[config.mk]
export PLATFORM = sky130hd
export DESIGN_NAME = alarm_annunciator
export DESIGN_NICKNAME = d
export VERILOG_FILES = /design/src/rtl/alarm_annunciator.sv
export SDC_FILE = /design/constraint.sdc
export NUM_CORES = 1
export LEC_CHECK = 0
export BUFFER_PORTS_ARGS = -buffer_cell sky130_fd_sc_hd__buf_2
export CORE_MARGIN = 1.5
export CORE_UTILIZATION = 50
export CTS_CLUSTER_SIZE = 40
export DETAILED_ROUTE_END_ITERATION = 10
export PLACE_DENSITY = 0.7
export SYNTH_ARGS = -nofsm -noshare
export SYNTH_HDL_FRONTEND = slang
export SYNTH_SLANG_ARGS = --single-unit
[constraint.sdc]
create_clock -name clk -period 7.5 [get_ports clk]
set_input_delay 1.5 -clock clk [delete_from_list [all_inputs] [get_ports clk]]
set_output_delay 1.5 -clock clk [all_outputs]
set_load 0.01 [all_outputs]
[src/rtl/alarm_annunciator.sv]
// alarm_annunciator
//   Output sequencer for the alarm clock. Turns the alarm controller's level
//   outputs into a gated, beeping buzzer tone and a blinking display enable,
//   with user acknowledge and automatic silence after a ringing timeout.
//
// Ports
//   clk         base clock (only clock)
//   reset_b     asynchronous active-low reset
//   alarm       alarm-expired level from the alarm controller
//   flash_req   display-flash level from the alarm controller
//   ack         single-cycle debounced acknowledge pulse
//   fast        1 halves the cadence tick period
//   buzzer      registered tone output to the buzzer pin
//   display_on  registered seven-segment display enable
//   state       FSM state: 00 IDLE, 01 BEEP_ON, 10 BEEP_OFF, 11 SILENCED
module alarm_annunciator #(
  parameter int TONE_DIV       = 12500,
  parameter int CADENCE_DIV    = 5000000,
  parameter int BEEP_ON_TICKS  = 3,
  parameter int BEEP_OFF_TICKS = 2,
  parameter int SILENCE_TICKS  = 300,
  parameter int FLASH_TICKS    = 5
) (
  input  logic       clk,
  input  logic       reset_b,
  input  logic       alarm,
  input  logic       flash_req,
  input  logic       ack,
  input  logic       fast,
  output logic       buzzer,
  output logic       display_on,
  output logic [1:0] state
);

  localparam int PH_MAX = (BEEP_ON_TICKS > BEEP_OFF_TICKS) ? BEEP_ON_TICKS : BEEP_OFF_TICKS;
  localparam int PRE_W  = $clog2(CADENCE_DIV) + 1;
  localparam int PH_W   = $clog2(PH_MAX) + 1;
  localparam int TO_W   = $clog2(SILENCE_TICKS) + 1;
  localparam int TN_W   = $clog2(TONE_DIV) + 1;
  localparam int BL_W   = $clog2(FLASH_TICKS) + 1;

  localparam logic [PRE_W-1:0] TERM_SLOW = PRE_W'(CADENCE_DIV - 1);
  localparam logic [PRE_W-1:0] TERM_FAST = PRE_W'(CADENCE_DIV / 2 - 1);
  localparam logic [PH_W-1:0]  ON_T      = PH_W'(BEEP_ON_TICKS);
  localparam logic [PH_W-1:0]  OFF_T     = PH_W'(BEEP_OFF_TICKS);
  localparam logic [TO_W-1:0]  SIL_T     = TO_W'(SILENCE_TICKS);
  localparam logic [TN_W-1:0]  TONE_T    = TN_W'(TONE_DIV - 1);
  localparam logic [BL_W-1:0]  FLASH_T   = BL_W'(FLASH_TICKS);

  typedef enum logic [1:0] {
    IDLE     = 2'b00,
    BEEP_ON  = 2'b01,
    BEEP_OFF = 2'b10,
    SILENCED = 2'b11
  } state_t;

  state_t            cur;
  logic [PRE_W-1:0]  presc;
  logic [PH_W-1:0]   phase;
  logic [TO_W-1:0]   timeout;
  logic [TN_W-1:0]   tone_cnt;
  logic [BL_W-1:0]   blink;

  logic              tick;
  logic              in_beep;
  logic              timeout_done;
  logic [PH_W-1:0]   phase_inc;
  logic [TO_W-1:0]   timeout_inc;
  logic [BL_W-1:0]   blink_inc;

  assign state = cur;

  // >= compare lets a mid-count switch to fast tick on the very next cycle.
  assign tick    = (presc >= (fast ? TERM_FAST : TERM_SLOW));
  assign in_beep = (cur == BEEP_ON) || (cur == BEEP_OFF);

  // Terminal checks look at the post-tick count so that a phase lasts
  // exactly N tick periods rather than N periods plus one cycle.
  assign phase_inc    = phase + PH_W'(1);
  assign timeout_inc  = timeout + TO_W'(1);
  assign timeout_done = (timeout >= SIL_T) || (tick && (timeout_inc >= SIL_T));
  assign blink_inc    = blink + BL_W'(1);

  always_ff @(posedge clk or negedge reset_b) begin
    if (!reset_b) begin
      cur      <= IDLE;
      buzzer   <= 1'b0;
      presc    <= '0;
      phase    <= '0;
      timeout  <= '0;
      tone_cnt <= '0;
    end else begin
      presc <= tick ? '0 : presc + PRE_W'(1);
      if (tick)
        phase <= phase_inc;
      if (tick && in_beep && (timeout < SIL_T))
        timeout <= timeout_inc;

      case (cur)
        IDLE: begin
          buzzer <= 1'b0;
          if (alarm) begin
            cur      <= BEEP_ON;
            presc    <= '0;
            phase    <= '0;
            timeout  <= '0;
            tone_cnt <= '0;
          end
        end
        BEEP_ON: begin
          if (!alarm) begin
            cur    <= IDLE;
            buzzer <= 1'b0;
          end else if (ack || timeout_done) begin
            cur    <= SILENCED;
            buzzer <= 1'b0;
          end else if (tick && (phase_inc >= ON_T)) begin
            cur    <= BEEP_OFF;
            phase  <= '0;
            buzzer <= 1'b0;
          end else if (tone_cnt >= TONE_T) begin
            tone_cnt <= '0;
            buzzer   <= ~buzzer;
          end else begin
            tone_cnt <= tone_cnt + TN_W'(1);
          end
        end
        BEEP_OFF: begin
          buzzer <= 1'b0;
          if (!alarm) begin
            cur <= IDLE;
          end else if (ack || timeout_done) begin
            cur <= SILENCED;
          end else if (tick && (phase_inc >= OFF_T)) begin
            cur      <= BEEP_ON;
            phase    <= '0;
            tone_cnt <= '0;
          end
        end
        SILENCED: begin
          buzzer <= 1'b0;
          if (!alarm)
            cur <= IDLE;
        end
        default: begin
          cur    <= IDLE;
          buzzer <= 1'b0;
        end
      endcase
    end
  end

  // Display blink runs off the shared cadence tick, independent of the FSM.
  always_ff @(posedge clk or negedge reset_b) begin
    if (!reset_b) begin
      display_on <= 1'b1;
      blink      <= '0;
    end else if (!flash_req) begin
      display_on <= 1'b1;
      blink      <= '0;
    end else if (tick) begin
      if (blink_inc >= FLASH_T) begin
        display_on <= ~display_on;
        blink      <= '0;
      end else begin
        blink <= blink_inc;
      end
    end
  end

endmodule

== Word level (Yosys, flattened, before mapping) ==
Cells that the tools add are included.

* Word-level logic and storage cells: 98
* Register bits after elaboration: 60
* Input port bits: 6

* Order comparisons: 8
* Add/sub/neg operators: 5
* Bitwise gates (word level): 2
* Equal/unequal tests: 16
* Reduce and logical (&&, ||, !) cells: 14
* Muxes and demuxes: 45

{| class="wikitable"
|+ Operator list
! kind !! number
|-
| $mux W15 || 8
|-
| $mux W24 || 3
|-
| $pmux W15 S3 || 1
|-
| $mux W10 || 3
|-
| $add A24 B1 Y24 const B || 1
|-
| $ge A24 B23 Y1 || 1
|-
| $mux W3 || 8
|-
| $mux W23 || 1
|-
| $ge A10 B9 Y1 const B || 2
|-
| $mux W2 || 8
|-
| $add A15 B1 Y15 const B || 1
|-
| $ge A15 B14 Y1 const B || 1
|-
| $ne A2 B2 Y1 const B || 7
|-
| $mux W4 || 3
|-
| $add A10 B1 Y10 const B || 1
|-
| $lt A10 B9 Y1 const B || 1
|-
| $pmux W3 S3 || 1
|-
| $ne A4 B2 Y1 const B || 2
|-
| $pmux W2 S4 || 1
|-
| $reduce_and A8 Y1 || 1
|-
| $mux W1 || 7
|-
| $ge A3 B2 Y1 const B || 2
|-
| $ne A2 B1 Y1 const B || 3
|-
| $logic_and A1 B1 Y1 || 5
|-
| 14 further kinds || 18
|}

== Logic depth before layout (Yosys ltp) ==
* Depth after elaboration: 8
* Gate-level depth with buffers: 11
* Gate-level depth less buffers: 10

== Worst setup path after synthesis ==
No wires, ideal clock.

* Kind: input to register
* From: input fast
* To: register tone_cnt[12]
* Setup slack: 3846 ps
* Required time: 7378 ps
* Data arrival time: 3533 ps
* Stages on the path: 10
* Path buffers: 1
* Path through: inv_1 > ha_1 > nand4b_1 > nor4_1 > o21a_1 > o21ai_1 > a2111oi_4 > buf_6 > nand2_1 > a32o_1

* Word-level cells in the longest chain between the ends: 7

{| class="wikitable"
|+ Ends and longest elaborated chain
! element !! RTL line !! text
|-
| start, declared || 29 || <nowiki>input logic fast,</nowiki>
|-
| $mux W23 (*) || 74 || <nowiki>assign tick = (presc >= (fast ? TERM_FAST : TERM_SLOW));</nowiki>
|-
| $ge A24 B23 Y1 (*) || 74 ||
|-
| $logic_and A1 B1 Y1 || 81 || <nowiki>assign timeout_done = (timeout >= SIL_T) || (tick && (timeout_inc >= SIL_T));</nowiki>
|-
| $logic_or A1 B1 Y1 || 81 ||
|-
| $logic_or A1 B1 Y1 || 114, 132 ||
|-
| $ne A2 B2 Y1 (no source line) || - ||
|-
| $reduce_and A8 Y1 (no source line) (*) || - ||
|-
| end signal, assigned || 125 || <nowiki>tone_cnt <= tone_cnt + TN_W'(1);</nowiki>
|-
| end, declared || 61 || <nowiki>logic [TN_W-1:0] tone_cnt;</nowiki>
|}

Mark *: on every way between the ends. The rest lies on a longest branch, timed or not.
A chain may end at the register's enable or synchronous reset.

== Worst setup path after layout ==
* From: input fast
* To: register tone_cnt[2]

Same word-level chain as after synthesis.

==> flow_summary.html <==
<table>
<tr><th>Metric</th><th>Value</th></tr>
<tr><th colspan="2">Final layout</th></tr>
<tr><td>Count of antenna diodes in the layout</td><td>0</td></tr>
<tr><td>Synth-to-Final Area Change</td><td>7.90%</td></tr>
<tr><td>Number of filler cells placed in the layout</td><td>651</td></tr>
<tr><td>Most frequent standard cell in the layout excluding fill and tap cells</td><td>sky130_fd_sc_hd__nor2_1</td></tr>
<tr><td>Most used cells in the layout excluding fill and tap cells</td><td>sky130_fd_sc_hd__nor2_1, sky130_fd_sc_hd__dfrtp_1, sky130_fd_sc_hd__nand2_1</td></tr>
<tr><td>Net total in the final layout</td><td>469</td></tr>
<tr><td>Fraction of final layout cells with drive strength greater than 1</td><td>0.0814</td></tr>
<tr><td>Final standard cell utilization of the core</td><td>0.564</td></tr>
<tr><td>Multi-input combinational cell area</td><td>2190 sq um</td></tr>
<tr><td>Register area</td><td>1500 sq um</td></tr>
<tr><th colspan="2">Clock tree</th></tr>
<tr><td>CTS H-tree depth</td><td>3</td></tr>
<tr><td>Setup fix buffers added after clock tree synthesis</td><td>0</td></tr>
<tr><td>Cts bufs inserted</td><td>9</td></tr>
<tr><td>Clock edge transition at the registers on the reported setup and hold paths</td><td>0.07 ns</td></tr>
<tr><td>Maximum buffer depth of the clock tree</td><td>2</td></tr>
<tr><td>Clk root buf</td><td>sky130_fd_sc_hd__clkbuf_8</td></tr>
<tr><td>TritonCTS Sinks</td><td>60</td></tr>
<tr><td>PostCTS Resize Cnt</td><td>0</td></tr>
<tr><td>Clock Latency Late Sink</td><td>0.35 ns</td></tr>
<tr><td>TritonCTS clock tree</td><td>done</td></tr>
<tr><td>Number of buffers added to fix hold violations after cts</td><td>0</td></tr>
<tr><th colspan="2">Synthesis</th></tr>
<tr><td>Part of the Yosys area used for sequential elements</td><td>0.392</td></tr>
<tr><td>Largest area contributor in the netlist</td><td>sky130_fd_sc_hd__dfrtp_1</td></tr>
<tr><td>Total nets after synthesis</td><td>464</td></tr>
<tr><td>Post-synth EDFFs</td><td>0</td></tr>
<tr><td>Netlist Area Pre-Place</td><td>3830 sq um</td></tr>
<tr><td>Average instance area after synthesis</td><td>8.87 sq um</td></tr>
<tr><td>Number of distinct standard cells referenced by the synthesized netlist</td><td>53</td></tr>
<tr><td>Post-synth top area share</td><td>0.385</td></tr>
<tr><td>Share of flip-flops with an asynchronous set or reset</td><td>1.00</td></tr>
<tr><td>Synth top area cells</td><td>sky130_fd_sc_hd__dfrtp_1, sky130_fd_sc_hd__ha_1, sky130_fd_sc_hd__nor2_1, sky130_fd_sc_hd__xor2_1, sky130_fd_sc_hd__nand2_1</td></tr>
<tr><td>Flop and latch count out of synthesis</td><td>60</td></tr>
<tr><td>Ys Warns</td><td>0</td></tr>
<tr><td>Predominant post-synthesis flop cell</td><td>sky130_fd_sc_hd__dfrtp_1</td></tr>
<tr><td>Post-Synthesis Cells</td><td>432</td></tr>
<tr><th colspan="2">Global route</th></tr>
<tr><td>Wire length of the first global-routing pass</td><td>13900 um</td></tr>
<tr><td>Leftover overflow at the end of global routing</td><td>0</td></tr>
<tr><td>Number of antenna violations at the first check in global routing</td><td>0</td></tr>
<tr><td>Number of global-route vias before repair</td><td>3018</td></tr>
<tr><td>Largest net degree at the start of global routing</td><td>61</td></tr>
<tr><td>GRT Overall Usage</td><td>0.207</td></tr>
<tr><th colspan="2">Timing</th></tr>
<tr><td>Final setup fails</td><td>0</td></tr>
<tr><td>Final critical-path required period</td><td>4.48 ns</td></tr>
<tr><td>Clock skew after layout</td><td>0.00847 ns</td></tr>
<tr><td>Total count of hold-check failures in the final report</td><td>0</td></tr>
<tr><td>Slew headroom</td><td>0.224</td></tr>
<tr><td>Unrepaired setup endpoints after global routing</td><td>false</td></tr>
<tr><td>Total negative slack</td><td>0 ns</td></tr>
<tr><td>Fmax</td><td>0.223 GHz</td></tr>
<tr><td>Least-Margin Pin Slew</td><td>1.16 ns</td></tr>
<tr><td>Portion of the clock cycle consumed by the worst path in the final layout</td><td>0.597</td></tr>
<tr><td>Slew Viols, Final</td><td>0</td></tr>
<tr><th colspan="2">Worst setup path</th></tr>
<tr><td>Required time worst endpoint</td><td>7.76 ns</td></tr>
<tr><td>Largest fanout on the critical path</td><td>24</td></tr>
<tr><td>Endpoint type of the worst setup path</td><td>register</td></tr>
<tr><td>Length in cells of the worst reg-to-reg path</td><td>9</td></tr>
<tr><td>Path type of the worst setup path</td><td>in2reg</td></tr>
<tr><td>Kind of start point of the critical path</td><td>input port</td></tr>
<tr><td>Worst path arrival time</td><td>4.74 ns</td></tr>
<tr><th colspan="2">Placement</th></tr>
<tr><td>Placed wire-length estimate after detailed placement</td><td>5460 um</td></tr>
<tr><td>RePlAce Congestion</td><td>0.885</td></tr>
<tr><td>Input/output buffers</td><td>9</td></tr>
<tr><th colspan="2">Route</th></tr>
<tr><td>Wire per inst</td><td>14.4 um</td></tr>
<tr><td>First DRT Iteration DRCs</td><td>142</td></tr>
<tr><td>WL final</td><td>7790 um</td></tr>
<tr><td>Post-detailed-route count of antenna-violating nets</td><td>0</td></tr>
<tr><td># DRC</td><td>0</td></tr>
<tr><td>Via density per instance</td><td>5.73</td></tr>
<tr><td>First-pass DRT Iterations</td><td>4</td></tr>
<tr><td>Detailed-route via count</td><td>3099</td></tr>
<tr><th colspan="2">Floorplanning</th></tr>
<tr><td>Core ar.</td><td>7330 sq um</td></tr>
<tr><td>Die span in x</td><td>90.6 um</td></tr>
<tr><td>Std cell rows</td><td>31</td></tr>
<tr><td>I/O Pins</td><td>10</td></tr>
<tr><td>Effective utilization at floorplan</td><td>0.523</td></tr>
<tr><td>Die area</td><td>8200 sq um</td></tr>
<tr><td>Die outline height</td><td>90.6 um</td></tr>
<tr><th colspan="2">Power</th></tr>
<tr><td>Maximum vdd ir drop</td><td>0.116 mV</td></tr>
<tr><td>Power after layout</td><td>0.933 mW</td></tr>
<tr><td>Leakage power total</td><td>1.88 nW</td></tr>
<tr><td>Cell area power density</td><td>226 nW/um^2</td></tr>
<tr><th colspan="2">Job</th></tr>
<tr><td>Number of max-cap violations</td><td>0</td></tr>
<tr><th colspan="2">Min path</th></tr>
<tr><td>Hold-critical path depth</td><td>1</td></tr>
<tr><td>Path type of the worst min-delay path</td><td>reg2reg</td></tr>
<tr><th colspan="2">Outcome</th></tr>
<tr><td>Status</td><td>finished, final reports clean</td></tr>
</table>
Yosys cell counts (9+ instances only):
cell and count:
sky130_fd_sc_hd__inv_1 15, sky130_fd_sc_hd__and3_1 11, sky130_fd_sc_hd__clkbuf_1 9, sky130_fd_sc_hd__o21ai_1 10
sky130_fd_sc_hd__xnor2_1 12, sky130_fd_sc_hd__xor2_1 21, sky130_fd_sc_hd__nor2_1 60, sky130_fd_sc_hd__a21oi_1 14
sky130_fd_sc_hd__nand2_1 48, sky130_fd_sc_hd__dfrtp_1 59, sky130_fd_sc_hd__nor3_1 14, sky130_fd_sc_hd__ha_1 26
sky130_fd_sc_hd__nand3_1 22, sky130_fd_sc_hd__o21ai_0 9
critical path: stages:
cell and delay (ns):
sky130_fd_sc_hd__buf_2 0.17, sky130_fd_sc_hd__inv_1 0.14, sky130_fd_sc_hd__ha_1 0.33, sky130_fd_sc_hd__nand4b_1 0.12
sky130_fd_sc_hd__nor4_1 0.41, sky130_fd_sc_hd__o21a_1 0.23, sky130_fd_sc_hd__o21ai_1 0.15, sky130_fd_sc_hd__a2111oi_4 1.08
sky130_fd_sc_hd__nand2_1 0.35, sky130_fd_sc_hd__o2bb2ai_1 0.25
worst paths after layout:
kind,from,endpoint,slack (ns)
max in group asynchronous,reset_b,presc[15],5.67
worst max register to register,timeout[0],tone_cnt[2],3.92
worst max-delay path,fast,tone_cnt[2],3.02
worst min register to register,presc[0],presc[0],0.50
worst min-delay path,presc[0],presc[0],0.50
min in group asynchronous,reset_b,presc[16],1.29
stage by stage:
stage,hold WS [ns],cells,cell area [sq um],worst slack (ns)
after floorplan,0.455,432,3830,3.85
after global placement,0.477,525,3930,2.82
after detailed placement,0.493,525,3930,2.69
after CTS,0.503,541,4140,3.04
after global routing,0.529,541,4140,2.75
final,0.497,541,4140,3.02
where the power goes:
part           switching (mW)  internal (mW)  leakage (nW)
combinational           0.172         0.0896         0.947
clock                   0.130          0.169         0.109
sequential             0.0256          0.346         0.825
registers in the layout, indices dropped and copies added, names as in the netlist:
name and count:
display_on 1, blink 4, buzzer 1, phase 3
presc 24, timeout 10, state 2, tone_cnt 15
layer usage:
layer | wire length (um) | part of all wire | global-route usage
met5 | 0 | 0 | 0
met4 | 123 | 0.016 | 0.0833
met3 | 245 | 0.031 | 0.0362
met2 | 3620 | 0.46 | 0.329
met1 | 3800 | 0.49 | 0.279
cell families (layout without fill, tap and decap cells):
| kind of cell | Yosys count | count (layout) | share of synthesized area |
|---|---|---|---|
| xor+xnor | 33 | 33 | 0.0754 |
| buf+inv | 32 | 42 | 0.0362 |
| compound gates | 83 | 83 | 0.160 |
| mux | 2 | 2 | 0.00555 |
| fa+ha+maj | 26 | 26 | 0.0849 |
| flops | 60 | 60 | 0.392 |
| simple gates | 196 | 196 | 0.246 |
cell type report:
class	count	share of cell area
multi-input combinational	340	0.530
sequential	60	0.363
clock buffer	11	0.0366
tap	99	0.0300
timing repair buffer	11	0.0145
inverter	15	0.0136
clock inverter	5	0.0121
Note: power is estimated with default switching activity, not from simulation.
